==> config.mk <==
export PLATFORM = sky130hd
export DESIGN_NAME = pixel_readout_ctrl_flat
export DESIGN_NICKNAME = d
export VERILOG_FILES = /design/src/rtl/pixel_pkg.sv /design/src/rtl/pixel_readout_ctrl_if.sv /design/src/rtl/pixel_ramp_counter.sv /design/src/rtl/pixel_readout_ctrl.sv /design/src/flat_wrapper.sv
export SDC_FILE = /design/constraint.sdc
export NUM_CORES = 1
export LEC_CHECK = 0
export BUFFER_PORTS_ARGS = -buffer_cell sky130_fd_sc_hd__buf_2
export CAP_MARGIN = 20
export CORE_MARGIN = 4
export CORE_UTILIZATION = 36
export CTS_CLUSTER_DIAMETER = 120
export DETAILED_ROUTE_END_ITERATION = 8
export GPL_ROUTABILITY_DRIVEN = 0
export PLACE_DENSITY = 0.53
export SLEW_MARGIN = 20
export SYNTH_ARGS = -nofsm -noshare
export SYNTH_HDL_FRONTEND = slang
export SYNTH_SLANG_ARGS = --single-unit
==> constraint.sdc <==
create_clock -name clk -period 9.3 [get_ports clk]
set_input_delay 0.93 -clock clk [delete_from_list [all_inputs] [get_ports clk]]
set_output_delay 0.93 -clock clk [all_outputs]
set_load 0.03 [all_outputs]
==> src/rtl/pixel_pkg.sv <==
// Shared definitions for the pixel readout controller.
//   state_t : frame sequencer states
//   EXP_W   : width of the exposure-length input
package pixel_pkg;

    localparam int EXP_W = 16;

    typedef enum logic [2:0] {
        IDLE,
        ERASE,
        EXPOSE,
        CONVERT,
        READ
    } state_t;

endpackage

==> src/rtl/pixel_readout_ctrl_if.sv <==
// Frame request / pixel strobe bundle of the pixel readout controller.
//   master : frame requester (drives start, abort, continuous, exp_cycles)
//   slave  : controller (drives erase, expose, convert, read, count, busy, frame_done)
interface pixel_readout_ctrl_if #(
    parameter int N_ROWS = 4,
    parameter int DATA_W = 8
);
    import pixel_pkg::*;

    logic              start;
    logic              abort;
    logic              continuous;
    logic [EXP_W-1:0]  exp_cycles;
    logic              erase;
    logic              expose;
    logic              convert;
    logic [N_ROWS-1:0] read;
    logic [DATA_W-1:0] count;
    logic              busy;
    logic              frame_done;

    modport master (
        output start, abort, continuous, exp_cycles,
        input  erase, expose, convert, read, count, busy, frame_done
    );

    modport slave (
        input  start, abort, continuous, exp_cycles,
        output erase, expose, convert, read, count, busy, frame_done
    );
endinterface

==> src/rtl/pixel_ramp_counter.sv <==
// ADC ramp counter. Counts 0,1,2,... on each cycle en is high; clears to 0
// on any cycle en is low. count is registered.
// Build option: PIXEL_READOUT_GRAY_EN drives count Gray-encoded (b ^ (b >> 1)).
//   clk   : clock
//   reset : synchronous active-high reset
//   en    : advance the ramp (low clears it)
//   count : ramp value
module pixel_ramp_counter #(
    parameter int DATA_W = 8
) (
    input  logic              clk,
    input  logic              reset,
    input  logic              en,
    output logic [DATA_W-1:0] count
);
    logic [DATA_W-1:0] bin;
    logic [DATA_W-1:0] bin_n;

    always_comb bin_n = bin + DATA_W'(1);

    always_ff @(posedge clk) begin
        if (reset || !en) begin
            bin   <= '0;
            count <= '0;
        end else begin
            bin   <= bin_n;
`ifdef PIXEL_READOUT_GRAY_EN
            count <= bin_n ^ (bin_n >> 1);
`else
            count <= bin_n;
`endif
        end
    end
endmodule

==> src/rtl/pixel_readout_ctrl.sv <==
// Pixel frame sequencer: ERASE -> EXPOSE -> CONVERT (ADC ramp) -> READ rows,
// then IDLE, or straight back to ERASE in continuous mode. All outputs registered.
//   clk, reset : clock, synchronous active-high reset
//   bus        : slave side of pixel_readout_ctrl_if (requests in, strobes out)
// Build option: PIXEL_READOUT_GRAY_EN selects Gray-coded count (see pixel_ramp_counter).
module pixel_readout_ctrl
    import pixel_pkg::*;
#(
    parameter int N_ROWS    = 4,
    parameter int DATA_W    = 8,
    parameter int ERASE_CYC = 5,
    parameter int READ_CYC  = 2
) (
    input  logic                  clk,
    input  logic                  reset,
    pixel_readout_ctrl_if.slave   bus
);
    localparam int ROW_W = (N_ROWS > 1) ? $clog2(N_ROWS) : 1;
    localparam logic [31:0] ERASE_LAST = 32'(ERASE_CYC - 1);
    localparam logic [31:0] CONV_LAST  = 32'((64'd1 << DATA_W) - 64'd1);
    localparam logic [31:0] READ_LAST  = 32'(READ_CYC - 1);
    localparam logic [ROW_W-1:0] ROW_LAST = ROW_W'(N_ROWS - 1);

    state_t            state, state_n;
    logic [31:0]       cnt, cnt_n;
    logic [ROW_W-1:0]  row, row_n;
    logic [EXP_W-1:0]  exp_q;
    logic [EXP_W-1:0]  exp_eff;
    logic              latch, done_n, ramp_en;
    logic [N_ROWS-1:0] read_n;

    logic              erase_q, expose_q, convert_q, busy_q, done_q;
    logic [N_ROWS-1:0] read_q;

    // An exposure length of 0 is run as a single cycle.
    always_comb exp_eff = (exp_q == '0) ? EXP_W'(1) : exp_q;

    always_ff @(posedge clk) begin
        if (reset) begin
            state <= IDLE;
            cnt   <= '0;
            row   <= '0;
            exp_q <= '0;
        end else begin
            state <= state_n;
            cnt   <= cnt_n;
            row   <= row_n;
            if (latch)
                exp_q <= bus.exp_cycles;
        end
    end

    always_comb begin
        state_n = state;
        cnt_n   = cnt;
        row_n   = row;
        latch   = 1'b0;
        done_n  = 1'b0;
        unique case (state)
            IDLE: begin
                if (bus.start) begin
                    state_n = ERASE;
                    cnt_n   = '0;
                    row_n   = '0;
                    latch   = 1'b1;
                end
            end
            ERASE: begin
                if (cnt == ERASE_LAST) begin
                    state_n = EXPOSE;
                    cnt_n   = '0;
                end else
                    cnt_n = cnt + 32'd1;
            end
            EXPOSE: begin
                if (cnt == 32'(exp_eff) - 32'd1) begin
                    state_n = CONVERT;
                    cnt_n   = '0;
                end else
                    cnt_n = cnt + 32'd1;
            end
            CONVERT: begin
                if (cnt == CONV_LAST) begin
                    state_n = READ;
                    cnt_n   = '0;
                    row_n   = '0;
                end else
                    cnt_n = cnt + 32'd1;
            end
            READ: begin
                if (cnt == READ_LAST) begin
                    cnt_n = '0;
                    if (row == ROW_LAST) begin
                        done_n = 1'b1;
                        row_n  = '0;
                        if (bus.continuous) begin
                            state_n = ERASE;
                            latch   = 1'b1;
                        end else
                            state_n = IDLE;
                    end else
                        row_n = row + ROW_W'(1);
                end else
                    cnt_n = cnt + 32'd1;
            end
            default: state_n = IDLE;
        endcase
        if (bus.abort) begin
            state_n = IDLE;
            cnt_n   = '0;
            row_n   = '0;
            latch   = 1'b0;
            done_n  = 1'b0;
        end
    end

    // Ramp runs only while CONVERT continues into the next cycle, so the
    // counter reads 0 on entry and is already cleared on exit or abort.
    always_comb ramp_en = (state == CONVERT) && (state_n == CONVERT);

    always_comb begin
        read_n = '0;
        if (state_n == READ)
            read_n[row_n] = 1'b1;
    end

    // Strobes are decoded from the next state so they line up with state.
    always_ff @(posedge clk) begin
        if (reset) begin
            erase_q   <= 1'b0;
            expose_q  <= 1'b0;
            convert_q <= 1'b0;
            read_q    <= '0;
            busy_q    <= 1'b0;
            done_q    <= 1'b0;
        end else begin
            erase_q   <= (state_n == ERASE);
            expose_q  <= (state_n == EXPOSE);
            convert_q <= (state_n == CONVERT);
            read_q    <= read_n;
            busy_q    <= (state_n != IDLE);
            done_q    <= done_n;
        end
    end

    pixel_ramp_counter #(.DATA_W(DATA_W)) u_ramp (
        .clk   (clk),
        .reset (reset),
        .en    (ramp_en),
        .count (bus.count)
    );

    assign bus.erase      = erase_q;
    assign bus.expose     = expose_q;
    assign bus.convert    = convert_q;
    assign bus.read       = read_q;
    assign bus.busy       = busy_q;
    assign bus.frame_done = done_q;
endmodule
==> src/flat_wrapper.sv <==
// flat-port wrapper written by rule: the top's interface ports become plain ports
module pixel_readout_ctrl_flat import pixel_pkg::*;
#(
    parameter int N_ROWS    = 4,
    parameter int DATA_W    = 8,
    parameter int ERASE_CYC = 5,
    parameter int READ_CYC  = 2
)
  (clk, reset, bus_start, bus_abort, bus_continuous, bus_exp_cycles, bus_erase, bus_expose, bus_convert, bus_read, bus_count, bus_busy, bus_frame_done);
  pixel_readout_ctrl_if #(.N_ROWS(N_ROWS), .DATA_W(DATA_W)) bus_i ();
  input  logic clk;
  input  logic reset;
  input wire logic [$bits(bus_i.start)-1:0] bus_start;
  input wire logic [$bits(bus_i.abort)-1:0] bus_abort;
  input wire logic [$bits(bus_i.continuous)-1:0] bus_continuous;
  input wire logic [$bits(bus_i.exp_cycles)-1:0] bus_exp_cycles;
  output wire logic [$bits(bus_i.erase)-1:0] bus_erase;
  output wire logic [$bits(bus_i.expose)-1:0] bus_expose;
  output wire logic [$bits(bus_i.convert)-1:0] bus_convert;
  output wire logic [$bits(bus_i.read)-1:0] bus_read;
  output wire logic [$bits(bus_i.count)-1:0] bus_count;
  output wire logic [$bits(bus_i.busy)-1:0] bus_busy;
  output wire logic [$bits(bus_i.frame_done)-1:0] bus_frame_done;
  assign bus_i.start = bus_start;
  assign bus_i.abort = bus_abort;
  assign bus_i.continuous = bus_continuous;
  assign bus_i.exp_cycles = bus_exp_cycles;
  assign bus_erase = bus_i.erase;
  assign bus_expose = bus_i.expose;
  assign bus_convert = bus_i.convert;
  assign bus_read = bus_i.read;
  assign bus_count = bus_i.count;
  assign bus_busy = bus_i.busy;
  assign bus_frame_done = bus_i.frame_done;
  pixel_readout_ctrl #(.N_ROWS(N_ROWS), .DATA_W(DATA_W), .ERASE_CYC(ERASE_CYC), .READ_CYC(READ_CYC)) u_core (.clk(clk), .reset(reset), .bus(bus_i));
endmodule
# ---- Yosys cells after proc, flatten, opt, wreduce, memory -nomap -nowiden
# Cells that the tools add are included.
dict set report word_totals {
  regBits 70
  latch_bits 0
  ramBits 0
  romBits 0
  inputBits 21
  wordCells 77
  memories 0
}
dict set report classes {
  add_sub_neg 4
  multipliers 0
  div_mod_pow 0
  magnitude_cmp 2
  eq_ne 14
  shifts 0
  muxes 31
  bitwise_logic 3
  reduce_logical 12
}
# op count
set ops {}
lappend ops {{$mux 32} 5}
lappend ops {{$pmux 32 s5} 1}
lappend ops {{$add 32x1->32 const B} 1}
lappend ops {{$eq 32x1->1 const B} 1}
lappend ops {{$eq 32x3->1 const B} 1}
lappend ops {{$eq 32x32->1} 1}
lappend ops {{$eq 32x8->1 const B} 1}
lappend ops {{$mux 3} 7}
lappend ops {{$sub 16x1->17 const B} 1}
lappend ops {{$logic_not 16->1} 1}
lappend ops {{$mux 16} 1}
lappend ops {{$pmux 3 s5} 1}
lappend ops {{$eq 3x2->1 const B} 4}
lappend ops {{$mux 2} 5}
lappend ops {{$add 8x1->8 const B} 1}
lappend ops {{$mux 1} 8}
lappend ops {{$eq 3x1->1 const B} 2}
lappend ops {{$eq 3x3->1 const B} 2}
lappend ops {{$pmux 2 s3} 1}
lappend ops {{$reduce_bool 5->1} 1}
lappend ops {{$reduce_or 2->1} 2}
lappend ops {{$reduce_or 4->1} 1}
lappend ops {{$logic_not 3->1} 1}
lappend ops {{$lt 2x3->1 const B} 1}
lappend ops {{other kinds (12)} 15}

# ---- Longest topological paths before layout
# Gate-level depths: netlist of the first run.
dict set report depth {
  ltp_word 11
  depth_mapped 15
  mapped_depth_nobuf 12
}

# ---- Cells and area by module
# Synthesis of the first run repeated with hierarchy kept, for this count alone.
dict set report unflattened {
  cells_unflattened 506
  hier_area_um2 4005.1
}
# module n_inst cells_per_inst area_per_inst_um2
set by_module_without_submodules {}
lappend by_module_without_submodules {pixel_readout_ctrl 1 471 3691.0}
lappend by_module_without_submodules {pixel_ramp_counter 1 35 314.1}

# ---- Least setup slack after synthesis of the first run
# Ideal clock, no wire load.
dict set report synth_timing {
  path_type {register to register}
  startpoint {register u_core.exp_q[9]}
  endpoint {register u_core.cnt[2]}
  t_arrival_ns 3.338
  required_time_ns 9.169
  slack_ns 5.831
  stages_incl_launch_ff 16
  path_cell_list {dfxtp_1 > clkbuf_1 > nor2_1 > and3_1 > a21oi_1 > ha_1 > or3b_1 > o31a_1 > o41ai_2 > nor2b_1 > or4b_1 > o21ba_1 > buf_6 > buf_6 > o2111ai_1 > o211ai_1}
}
dict set report synth_between {
  elab_chain_cells 6
}
# item line_no
set synth_lines {}
lappend synth_lines {{start, declared} pixel_readout_ctrl.sv:27} ;# logic [EXP_W-1:0] exp_q;
lappend synth_lines {{start signal, assigned} pixel_readout_ctrl.sv:49} ;# exp_q <= bus.exp_cycles;
lappend synth_lines {{$logic_not 16->1} pixel_readout_ctrl.sv:36} ;# always_comb exp_eff = (exp_q == '0) ? EXP_W'(1) : exp_q;
lappend synth_lines {{$mux 16 (*)} pixel_readout_ctrl.sv:36}
lappend synth_lines {{$sub 16x1->17 (*)} pixel_readout_ctrl.sv:76} ;# if (cnt == 32'(exp_eff) - 32'd1) begin
lappend synth_lines {{$eq 32x32->1 (*)} pixel_readout_ctrl.sv:76}
lappend synth_lines {{$mux 32 (*)} pixel_readout_ctrl.sv:76}
lappend synth_lines {{$pmux 32 s5 (*)} pixel_readout_ctrl.sv:59} ;# unique case (state)
lappend synth_lines {{end signal, assigned} pixel_readout_ctrl.sv:46} ;# cnt <= cnt_n;
lappend synth_lines {{end, declared} pixel_readout_ctrl.sv:25} ;# logic [31:0] cnt, cnt_n;
# Every way passes the cells marked *; elsewhere a longest branch is shown, timed or not.
# A chain may end at the register's enable or synchronous reset.

# ---- Worst setup path in the final report of the first run
dict set report layout_timing {
  startpoint {register u_core.exp_q[10]}
  endpoint {register u_core.cnt[22]}
}
# Same word-level chain as after synthesis.

==> metrics.txt, run 1 <==
routed wire length per instance=14.7 um; Initial Util=0.375; Cells after Synth=538; Setup crit start kind=flop; post-DP HPWL=7430 um; Setup CP Type=reg2reg; first-pass GRT wire length=17700 um; CP arrival=4.02 ns; maximum VDD drop=0.0873 mV; Static Leak=1.86 nW; RSZ-0062 raised after global routing=false; initial antenna violation count=0; number of synthesized flops with an enable pin=0; Post-Syn Area per Cell=7.68 um2; Port Buf Inserts=37; met2 Use GR=0.264; final cell utilization of the core=0.427; DRC viols=0; area grow syn2layout=13.9%; Die W=115 um; R2R cell count=13; drt initial violations=194; Setup TNS=0 ns; Setup crit start=u_core.exp_q[10]; final wirelength=10300 um; I/O pin count=38; Die ar.=0.0133 mm2; Pwr Total=779 uW; asr flop ratio synth=0; Finished Layout Cells=700; most frequent cells in the layout=nand2_1 (74), nor2_1 (71), dfxtp_1 (70); Sink Count=70; CTS Buf Count=9; H-tree depth=3; largest net degree at the start of global routing=37; Post-CTS Setup Bufs=0; Syn. warnings=0; fin nets=583; Bufs on Longest Clock Path=2; syn nets=565; status=complete, no violations; Via density=5.40; skew final=0.00837 ns; via count=3783; layout cell share with drive strength beyond 1=0.118; final setup fails=0; vias in the first global route=3680; post-CTS sizing=0; hold path depth=2; Critical Path End Type=flop; reg2reg start=u_core.exp_q[10]; ANT nets after route=0; GRT Max-Usage Layer=met2; reg2reg setup slack=5.49 ns; Cells after DPL=685; drt first pass iters=4; f_max=263 MHz; hold_buf cts=0; Core Box Area=0.0110 mm2; Min-Delay Path Class=reg2reg; Total GRT Usage=0.165; ant diodes=0; register area share after synthesis=0.339; Mapped Area=0.00413 mm2; crit share post-route=0.410; Die H=115 um; Hold Crit Endpoint=u_core.cnt[20]; Max-cap violations=0; worst reg2reg endpoint=u_core.cnt[22]; critical path data required time=9.51 ns; critical hold path startpoint=u_core.cnt[20]; ys flop type=dfxtp_1; Yosys reg bits=70; Power Density=166 mW/mm2; root buf cell=clkbuf_16; Max Slew Vio Count=0; Worst-path clk slew=0.06 ns; GRT met3 Usage=0.0295; commonest non-fill, non-tap cell in the layout=nand2_1; final number of hold-violating endpoints=0; Max-slew headroom=0.594; Clock Latency Late Sink=0.34 ns; post-route minimum period=3.81 ns; CTS tree=built; met1 Use GR=0.218; Distinct cells, synth=55; worst-margin pin slew=0.607 ns; grt ovf=0; row count=38; CP Max Fanout=34
## metal layers
| metal | up-vias | share of wire |
|---|---|---|
| li1 | 1965 | - |
| met1 | 1751 | 0.49 |
| met2 | 52 | 0.46 |
| met3 | 15 | 0.030 |
| met4 | 0 | 0.020 |
| met5 | - | 0 |
## worst max-delay path, stage by stage, from the launching register on
cell and delay (ns):
dfxtp_1 0.36, nor4_1 0.56, and3_1 0.32, a21oi_1 0.09, ha_1 0.26, or3b_1 0.24, nor2_1 0.08, o41ai_2 0.27
nor2b_1 0.07, or4b_1 0.54, o21ba_1 0.20, buf_4 0.25, o21ai_4 0.30, o211ai_1 0.14
## report_power, final
group,internal (mW),total (mW),switching [mW]
registers,0.305,0.311,0.00667
clock network,0.260,0.391,0.131
logic,0.0333,0.0773,0.0440
total,0.598,0.779,0.181
## cells by family after synthesis
kind of cell | share of synthesized area
muxes | 0.0387
buffers and inverters | 0.0563
xor gates and xnor gates | 0.0530
adders and majority gates | 0.0182
and+or+nand+nor | 0.326
DFF | 0.339
AOI/OAI and AO/OA | 0.169
## state kept, by name, indices dropped and copies added, names as in the netlist
name                   count
u_core.row                 2
u_core.bus.read            4
u_core.bus.busy            1
u_core.state               3
u_core.u_ramp.bin          8
u_core.bus.expose          1
u_core.exp_q              16
u_core.bus.convert         1
u_core.bus.frame_done      1
u_core.bus.erase           1
u_core.cnt                32
## how the worst max path moves through the flow
| stage | slack, ns | cells past startpoint | endpoint |
|---|---|---|---|
| floorplan | 5.83 | 15 | u_core.cnt[2] |
| global placement | 5.60 | 13 | u_core.cnt[31] |
| detailed placement | 5.53 | 13 | u_core.cnt[22] |
| CTS | 5.49 | 13 | u_core.cnt[22] |
| global route | 5.10 | 13 | u_core.cnt[22] |
| finish | 5.49 | 13 | u_core.cnt[22] |
## layout make-up
cell class	count	area, um2
fillers	1121	6320
inverters	17	63.8
clock buffers	9	225
well taps	140	175
multi-input cells	416	2510
repair buffers	42	223
clock inverters	6	111
flip-flops and latches	70	1400
## synthesized netlist by cell type (all sizes together) (7+ instances only)
master / number / area (um2)
and3: 10 / 62.6
nor4: 12 / 75.1
o21ai: 16 / 91.3
clkbuf: 27 / 101
buf: 8 / 67.6
a21oi: 9 / 45.0
xnor2: 11 / 96.3
nand3: 22 / 110
nand4: 8 / 50.1
o221ai: 18 / 158
mux2i: 16 / 160
and2: 14 / 87.6
nor3: 20 / 100
nand2: 74 / 278
dfxtp: 70 / 1400
nor2: 73 / 282
xor2: 14 / 123
or4: 7 / 52.6
nor2b: 8 / 50.1
inv: 17 / 63.8
o211ai: 16 / 120
## per-stage QoR
stage / setup WS [ns] / cell area [um2] / hold slack, ns
after floorplan: 5.83 / 4130 / 0.453
after CTS: 5.49 / 4710 / 0.488
after global placement: 5.60 / 4370 / 0.466
final: 5.49 / 4710 / 0.491
after global routing: 5.10 / 4710 / 0.510
after detailed placement: 5.53 / 4370 / 0.480
No activity file was read; power rests on OpenSTA's default activity.
==> run 2: changes to the inputs <==
--- a/config.mk
+++ b/config.mk
@@ -5,6 +5,7 @@
 export SDC_FILE = /design/constraint.sdc
 export NUM_CORES = 1
 export LEC_CHECK = 0
+export ABC_AREA = 1
 export BUFFER_PORTS_ARGS = -buffer_cell sky130_fd_sc_hd__buf_2
 export CAP_MARGIN = 20
 export CORE_MARGIN = 4
@@ -12,7 +13,7 @@
 export CTS_CLUSTER_DIAMETER = 120
 export DETAILED_ROUTE_END_ITERATION = 8
 export GPL_ROUTABILITY_DRIVEN = 0
-export PLACE_DENSITY = 0.53
+export PLACE_DENSITY = 0.55
 export SLEW_MARGIN = 20
 export SYNTH_ARGS = -nofsm -noshare
 export SYNTH_HDL_FRONTEND = slang
==> constraint.sdc (replaced) <==
create_clock -name clk -period 3.5 [get_ports clk]
set_input_delay 0.35 -clock clk [delete_from_list [all_inputs] [get_ports clk]]
set_output_delay 0.35 -clock clk [all_outputs]
set_load 0.03 [all_outputs]
==> metrics.txt, run 2 <==
worst-margin pin slew=0.933 ns; Cells after Synth=644; Clock power frac=0.489; Multi-input gate area=0.00242 mm2; CTS Buf Count=9; f_max=340 MHz; Min-Delay Path Class=in2reg; syn nets=671; final wirelength=10100 um; Sink Count=70; vias in the first global route=3797; pre-CTS WS=0.539 ns; largest net degree at the start of global routing=33; Max Slew Vio Count=0; post-route minimum period=2.94 ns; drt first pass iters=4; Synth top area share=0.332; Area contributors post-synth=dfxtp_1 (33%), nand2_1 (14%), nor2_1 (8.1%); Distinct cells, synth=31; reg2reg setup slack=0.56 ns; asr flop ratio synth=0; Die ar.=0.0135 mm2; Flop pwr share=0.397; Fin Hold WS=0.262 ns; commonest non-fill, non-tap cell in the layout=nand2_1; post-DP HPWL=7630 um; P_int=1.54 mW; Mapped Area=0.00422 mm2; Syn. warnings=0; status=complete, no violations; Port Buf Inserts=37; Largest regs=u_core.cnt: 32 flops, u_core.exp_q: 16 flops, u_core.u_ramp.bin: 8 flops; CP arrival=3.13 ns; hold path depth=3; first-pass GRT wire length=17400 um; final cell utilization of the core=0.421; Pwr Total=2.09 mW; Yosys reg bits=70; Bufs on Longest Clock Path=2; combinational share of power=0.114; critical path data required time=3.69 ns; ys flop type=dfxtp_1; Switching Share=0.260; Max-cap violations=0; area grow syn2layout=14.5%; Power Density=432 mW/mm2; register area=0.00140 mm2; grt ovf=0; Critical Path End Type=flop; initial antenna violation count=0; fin nets=703; Clock Latency Late Sink=0.34 ns; GRT met3 Usage=0.0326; fill count=1219; Max-slew headroom=0.374; number of synthesized flops with an enable pin=0; H-tree depth=3; reg2reg start=u_core.exp_q[10]; DRC viols=0; Post-CTS Setup Bufs=0; Setup crit start kind=flop; met1 Use GR=0.207; P_sw=543 uW; Setup TNS=0 ns; Post-Syn Area per Cell=6.55 um2; CTS tree=built; routed wire length per instance=12.2 um; Worst-path clk slew=0.06 ns; R2R cell count=21; ant diodes=0; Setup CP Type=reg2reg; max reg flops=32; GRT Max-Usage Layer=met2; skew final=0.00501 ns; root buf cell=clkbuf_16; most frequent cell after synthesis=nand2_1; row count=39; Via density=4.85; RSZ-0062 raised after global routing=false; Initial Util=0.368; final setup fails=0; drt initial violations=270; post-CTS sizing=0; ANT nets after route=0; commonest cells in the synthesized netlist=nand2_1 (161), nor2_1 (91), inv_1 (74); final number of hold-violating endpoints=0; Core Box Area=0.0115 mm2; I/O pin count=38; maximum VDD drop=0.265 mV; Static Leak=2.16 nW; met2 Use GR=0.264; Largest Register=u_core.cnt; Hold Crit Endpoint=u_core.exp_q[15]; layout cell share with drive strength beyond 1=0.122; CP Max Fanout=32; register area share after synthesis=0.332; final worst slack=0.557 ns; crit share post-route=0.841; critical hold path startpoint=bus_exp_cycles[15]; hold_buf cts=0; Die H=116 um; via count=3997; worst reg2reg endpoint=u_core.cnt[12]; cell taking the most area after synthesis=dfxtp_1; Total GRT Usage=0.160; Die W=116 um; most frequent cells in the layout=nand2_1 (161), nor2_1 (91), inv_1 (73)
[run 2: cell count changes in the layout (fill, tap and decap cells not counted), moves of 12 or more]
| cell | previous run | this run |
|---|---|---|
| a21oi_1 | 9 | 40 |
| and2_1 | 14 | 0 |
| inv_1 | 17 | 73 |
| mux2i_1 | 16 | 0 |
| nand2_1 | 74 | 161 |
| nand3_1 | 22 | 45 |
| nor2_1 | 71 | 91 |
| nor4_1 | 12 | 0 |
| o211ai_1 | 16 | 1 |
| o21ai_0 | 11 | 24 |
| o221ai_1 | 18 | 0 |
| xor2_1 | 14 | 31 |
[run 2: per-stage QoR]
step	instance area, um2	instances
6_report	4830	824
5_1_grt	4830	824
4_1_cts	4830	824
3_5_place_dp	4500	808
3_3_place_gp	4500	808
2_1_floorplan	4220	644
[run 2: final cells by class]
class / count / share of cell area
sequential: 70 / 0.290
timing repair buffer: 39 / 0.0415
clock buffer: 10 / 0.0495
inverter: 78 / 0.0606
tap: 143 / 0.0370
multi-input combinational: 478 / 0.502
clock inverter: 6 / 0.0192
[run 2: power groups by stage]
stage	Sequential, mW	Clock, mW	Combinational (mW)
floorplan	0.844	0	0.185
global placement	0.845	0	0.236
detailed placement	0.845	0	0.239
CTS	0.828	1.05	0.240
global route	0.829	1.08	0.276
finish	0.828	1.02	0.238
[run 2: kinds of logic (layout without fill, tap and decap cells)]
kind of cell	Yosys count	after routing	share of synthesized area
simple gates	357	357	0.379
buf+inv	96	133	0.0928
compound gates	71	71	0.0869
flops	70	70	0.332
xor+xnor	44	44	0.0914
fa+ha+maj	6	6	0.0178
[run 2: how the worst max path moves through the flow]
stage,from,end,slack [ns],cells past startpoint
detailed placement,u_core.exp_q[10],u_core.cnt[12],0.54,21
floorplan,u_core.exp_q[7],u_core.cnt[0],1.07,23
global route,u_core.exp_q[10],u_core.cnt[29],0.10,21
global placement,u_core.exp_q[10],u_core.cnt[9],0.61,21
finish,u_core.exp_q[10],u_core.cnt[12],0.56,21
CTS,u_core.exp_q[10],u_core.cnt[9],0.51,21
[run 2: worst max-delay path, stage by stage, from the launching register on]
cell and delay, ns:
dfxtp_1 0.35, nor2_1 0.16, nand2_1 0.09, nor2_1 0.20, nand2_2 0.18, nand2_2 0.10, inv_1 0.04, ha_1 0.26
nand2_4 0.13, nor2_1 0.08, nand2_1 0.10, nand2_1 0.06, nand2_1 0.07, nand2_1 0.04, nor2_1 0.10, nand2_1 0.06
nor2_1 0.15, nand3_1 0.11, nand2_2 0.09, nand2_4 0.21, nand2_1 0.14, a21oi_1 0.07
[run 2: routing by layer]
metal | vias to the layer above | share of wire
li1 | 2099 | -
met1 | 1818 | 0.48
met2 | 71 | 0.47
met3 | 9 | 0.041
met4 | 0 | 0.012
met5 | - | 0
==> run 3: changes to the inputs <==
--- a/config.mk
+++ b/config.mk
@@ -5,7 +5,7 @@
 export SDC_FILE = /design/constraint.sdc
 export NUM_CORES = 1
 export LEC_CHECK = 0
-export ABC_AREA = 1
+export ABC_AREA = 0
 export BUFFER_PORTS_ARGS = -buffer_cell sky130_fd_sc_hd__buf_2
 export CAP_MARGIN = 20
 export CORE_MARGIN = 4
@@ -13,7 +13,7 @@
 export CTS_CLUSTER_DIAMETER = 120
 export DETAILED_ROUTE_END_ITERATION = 8
 export GPL_ROUTABILITY_DRIVEN = 0
-export PLACE_DENSITY = 0.55
+export PLACE_DENSITY = 0.53
 export SLEW_MARGIN = 20
 export SYNTH_ARGS = -nofsm -noshare
 export SYNTH_HDL_FRONTEND = slang
==> constraint.sdc (replaced) <==
create_clock -name clk -period 2.95 [get_ports clk]
set_input_delay 0.295 -clock clk [delete_from_list [all_inputs] [get_ports clk]]
set_output_delay 0.295 -clock clk [all_outputs]
set_load 0.03 [all_outputs]
==> metrics.txt, run 3 (same netlist as run 1, synthesis figures left out) <==
H-tree depth=3; Power Density=479 mW/mm2; vias in the first global route=3884; failing checks=negative setup slack; CTS Buf Count=9; reg2reg setup slack=-0.31 ns; Die ar.=0.0133 mm2; Largest regs=u_core.cnt: 32 flops, u_core.exp_q: 16 flops, u_core.u_ramp.bin: 8 flops; max reg flops=32; commonest non-fill, non-tap cell in the layout=nand2_1; ANT nets after route=0; Total GRT Usage=0.177; Min-Delay Path Class=in2reg; post-route cell area=0.00537 mm2; most frequent cells in the layout=nand2_1 (74), nor2_1 (68), dfxtp_1 (62); Max Slew Vio Count=0; DRC viols=0; hold path depth=3; Worst-path clk slew=0.06 ns; final setup fails=36; reg2reg start=u_core.exp_q[7]; Sink Count=70; status=finished, violations left; Max-cap violations=0; Port Buf Inserts=37; max incr delay on CP=0.55 ns; I/O pin count=38; final wirelength=11200 um; Clock power frac=0.480; slowest CP cell=or4_4; maximum VDD drop=0.335 mV; Hold Crit Endpoint=u_core.exp_q[7]; root buf cell=clkbuf_16; CP Max Fanout=8; Die H=115 um; initial antenna violation count=0; post-route minimum period=3.26 ns; Initial Util=0.375; RSZ-0062 raised after global routing=true; layout cell share with drive strength beyond 1=0.265; skew final=0.00504 ns; worst reg2reg endpoint=u_core.cnt[31]; Setup CP Type=reg2reg; P_sw=615 uW; Clock Latency Late Sink=0.34 ns; final worst slack=-0.307 ns; CTS tree=built; Critical Path End Type=flop; via count=4032; R2R cell count=13; fin nets=623; Setup crit start kind=flop; Switching Share=0.239; crit path buf inv count=1; CP arrival=3.47 ns; routed wire length per instance=15.1 um; largest net degree at the start of global routing=34; delay-heaviest family, CP=simple AND/OR/NAND/NOR gates; crit share post-route=1.10; area grow syn2layout=30.0%; dpl cell area=0.00481 mm2; critical hold path startpoint=bus_exp_cycles[7]; Largest Register=u_core.cnt; critical path data required time=3.17 ns; drt first pass iters=4; grt ovf=0; final cell utilization of the core=0.487; Core Box Area=0.0110 mm2; row count=38; Static Leak=2.13 nW; final number of hold-violating endpoints=0; combinational share of power=0.143; Via density=5.44; Die W=115 um; post-DP HPWL=8010 um; Setup TNS=-8.08 ns; Fin Hold WS=0.193 ns; f_max=307 MHz; first-pass GRT wire length=18900 um; Flop pwr share=0.377; drt initial violations=193; P_int=1.96 mW; pre-CTS WS=-0.442 ns; ant diodes=0; Max-slew headroom=0.571; worst-margin pin slew=0.638 ns; crit-path cells=or4_4 -> nor2_4 -> a21oi_4 -> ha_4 -> or3b_4 -> nor2_4 -> o41ai_2 -> nor2b_1 -> or4b_4 -> o21ba_4 -> buf_12 -> o211ai_1 -> o211ai_1; Bufs on Longest Clock Path=2
## run 3: cell types whose count changed in the layout (fill, tap and decap cells not counted), sizes merged, moves of 15 or more
cell and change:
inv -61, nor2 -28, a21oi -31, nand3 -24
o221ai +18, xor2 -17, buf +43, mux2i +16
o211ai +15, nand2 -94
## run 3: tightest hold or removal path, delay by kind of cell
| kind | cells | cell delay, ns |
|---|---|---|
| muxes | 1 | 0.05 |
| buffers and inverters | 1 | 0.08 |
| and+or+nand+nor | 1 | 0.07 |
## run 3: worst max path at each step
stage                     startpoint             end  slack (ns)  depth (start not counted)
floorplan            u_core.exp_q[5]   u_core.cnt[2]       -0.30                         15
global placement     u_core.exp_q[0]  u_core.cnt[12]       -0.32                         13
detailed placement  u_core.exp_q[12]  u_core.cnt[14]       -0.44                         14
CTS                  u_core.exp_q[0]  u_core.cnt[26]       -0.33                         13
global route         u_core.exp_q[7]  u_core.cnt[26]       -0.43                         13
finish               u_core.exp_q[7]  u_core.cnt[31]       -0.31                         13
## run 3: final cells by class
class	instances	area, um2
Multi-Input combinational cell	416	2790
Inverter	17	63.8
Timing Repair Buffer	82	596
Clock inverter	7	113
Fill cell	1089	5660
Tap cell	140	175
Sequential cell	70	1410
Clock buffer	9	225
## run 3: metrics by stage
| step | power [mW] | cells |
|---|---|---|
| after global placement | 1.31 | 722 |
| after CTS | 2.57 | 738 |
| final | 2.57 | 741 |
| after detailed placement | 1.32 | 722 |
| after floorplan | 1.21 | 538 |
| after global routing | 2.68 | 741 |
## run 3: what timing repair did
item                                    CTS  global route
pin swaps                                 5            16
endpoints found under the setup margin   36            36
gates resized for setup                  24            16
hold buffers                              0             0
gates cloned                              1             0
setup buffers                             0             3
## run 3: layer usage
layer | up-vias | GRT usage | wire length (um)
li1 | 2043 | - | -
met2 | 69 | 0.287 | 5270
met4 | 0 | 0.0689 | 172
met1 | 1908 | 0.235 | 5360
met5 | - | 0 | 0
met3 | 12 | 0.0295 | 410
## run 3: power by group through the flow
| stage | Combinational, mW | Clock, mW | Sequential [mW] |
|---|---|---|---|
| final | 0.368 | 1.23 | 0.971 |
| after global routing | 0.403 | 1.31 | 0.972 |
| after CTS | 0.338 | 1.26 | 0.970 |
| after detailed placement | 0.330 | 0 | 0.989 |
| after global placement | 0.326 | 0 | 0.989 |
| after floorplan | 0.213 | 0 | 0.996 |
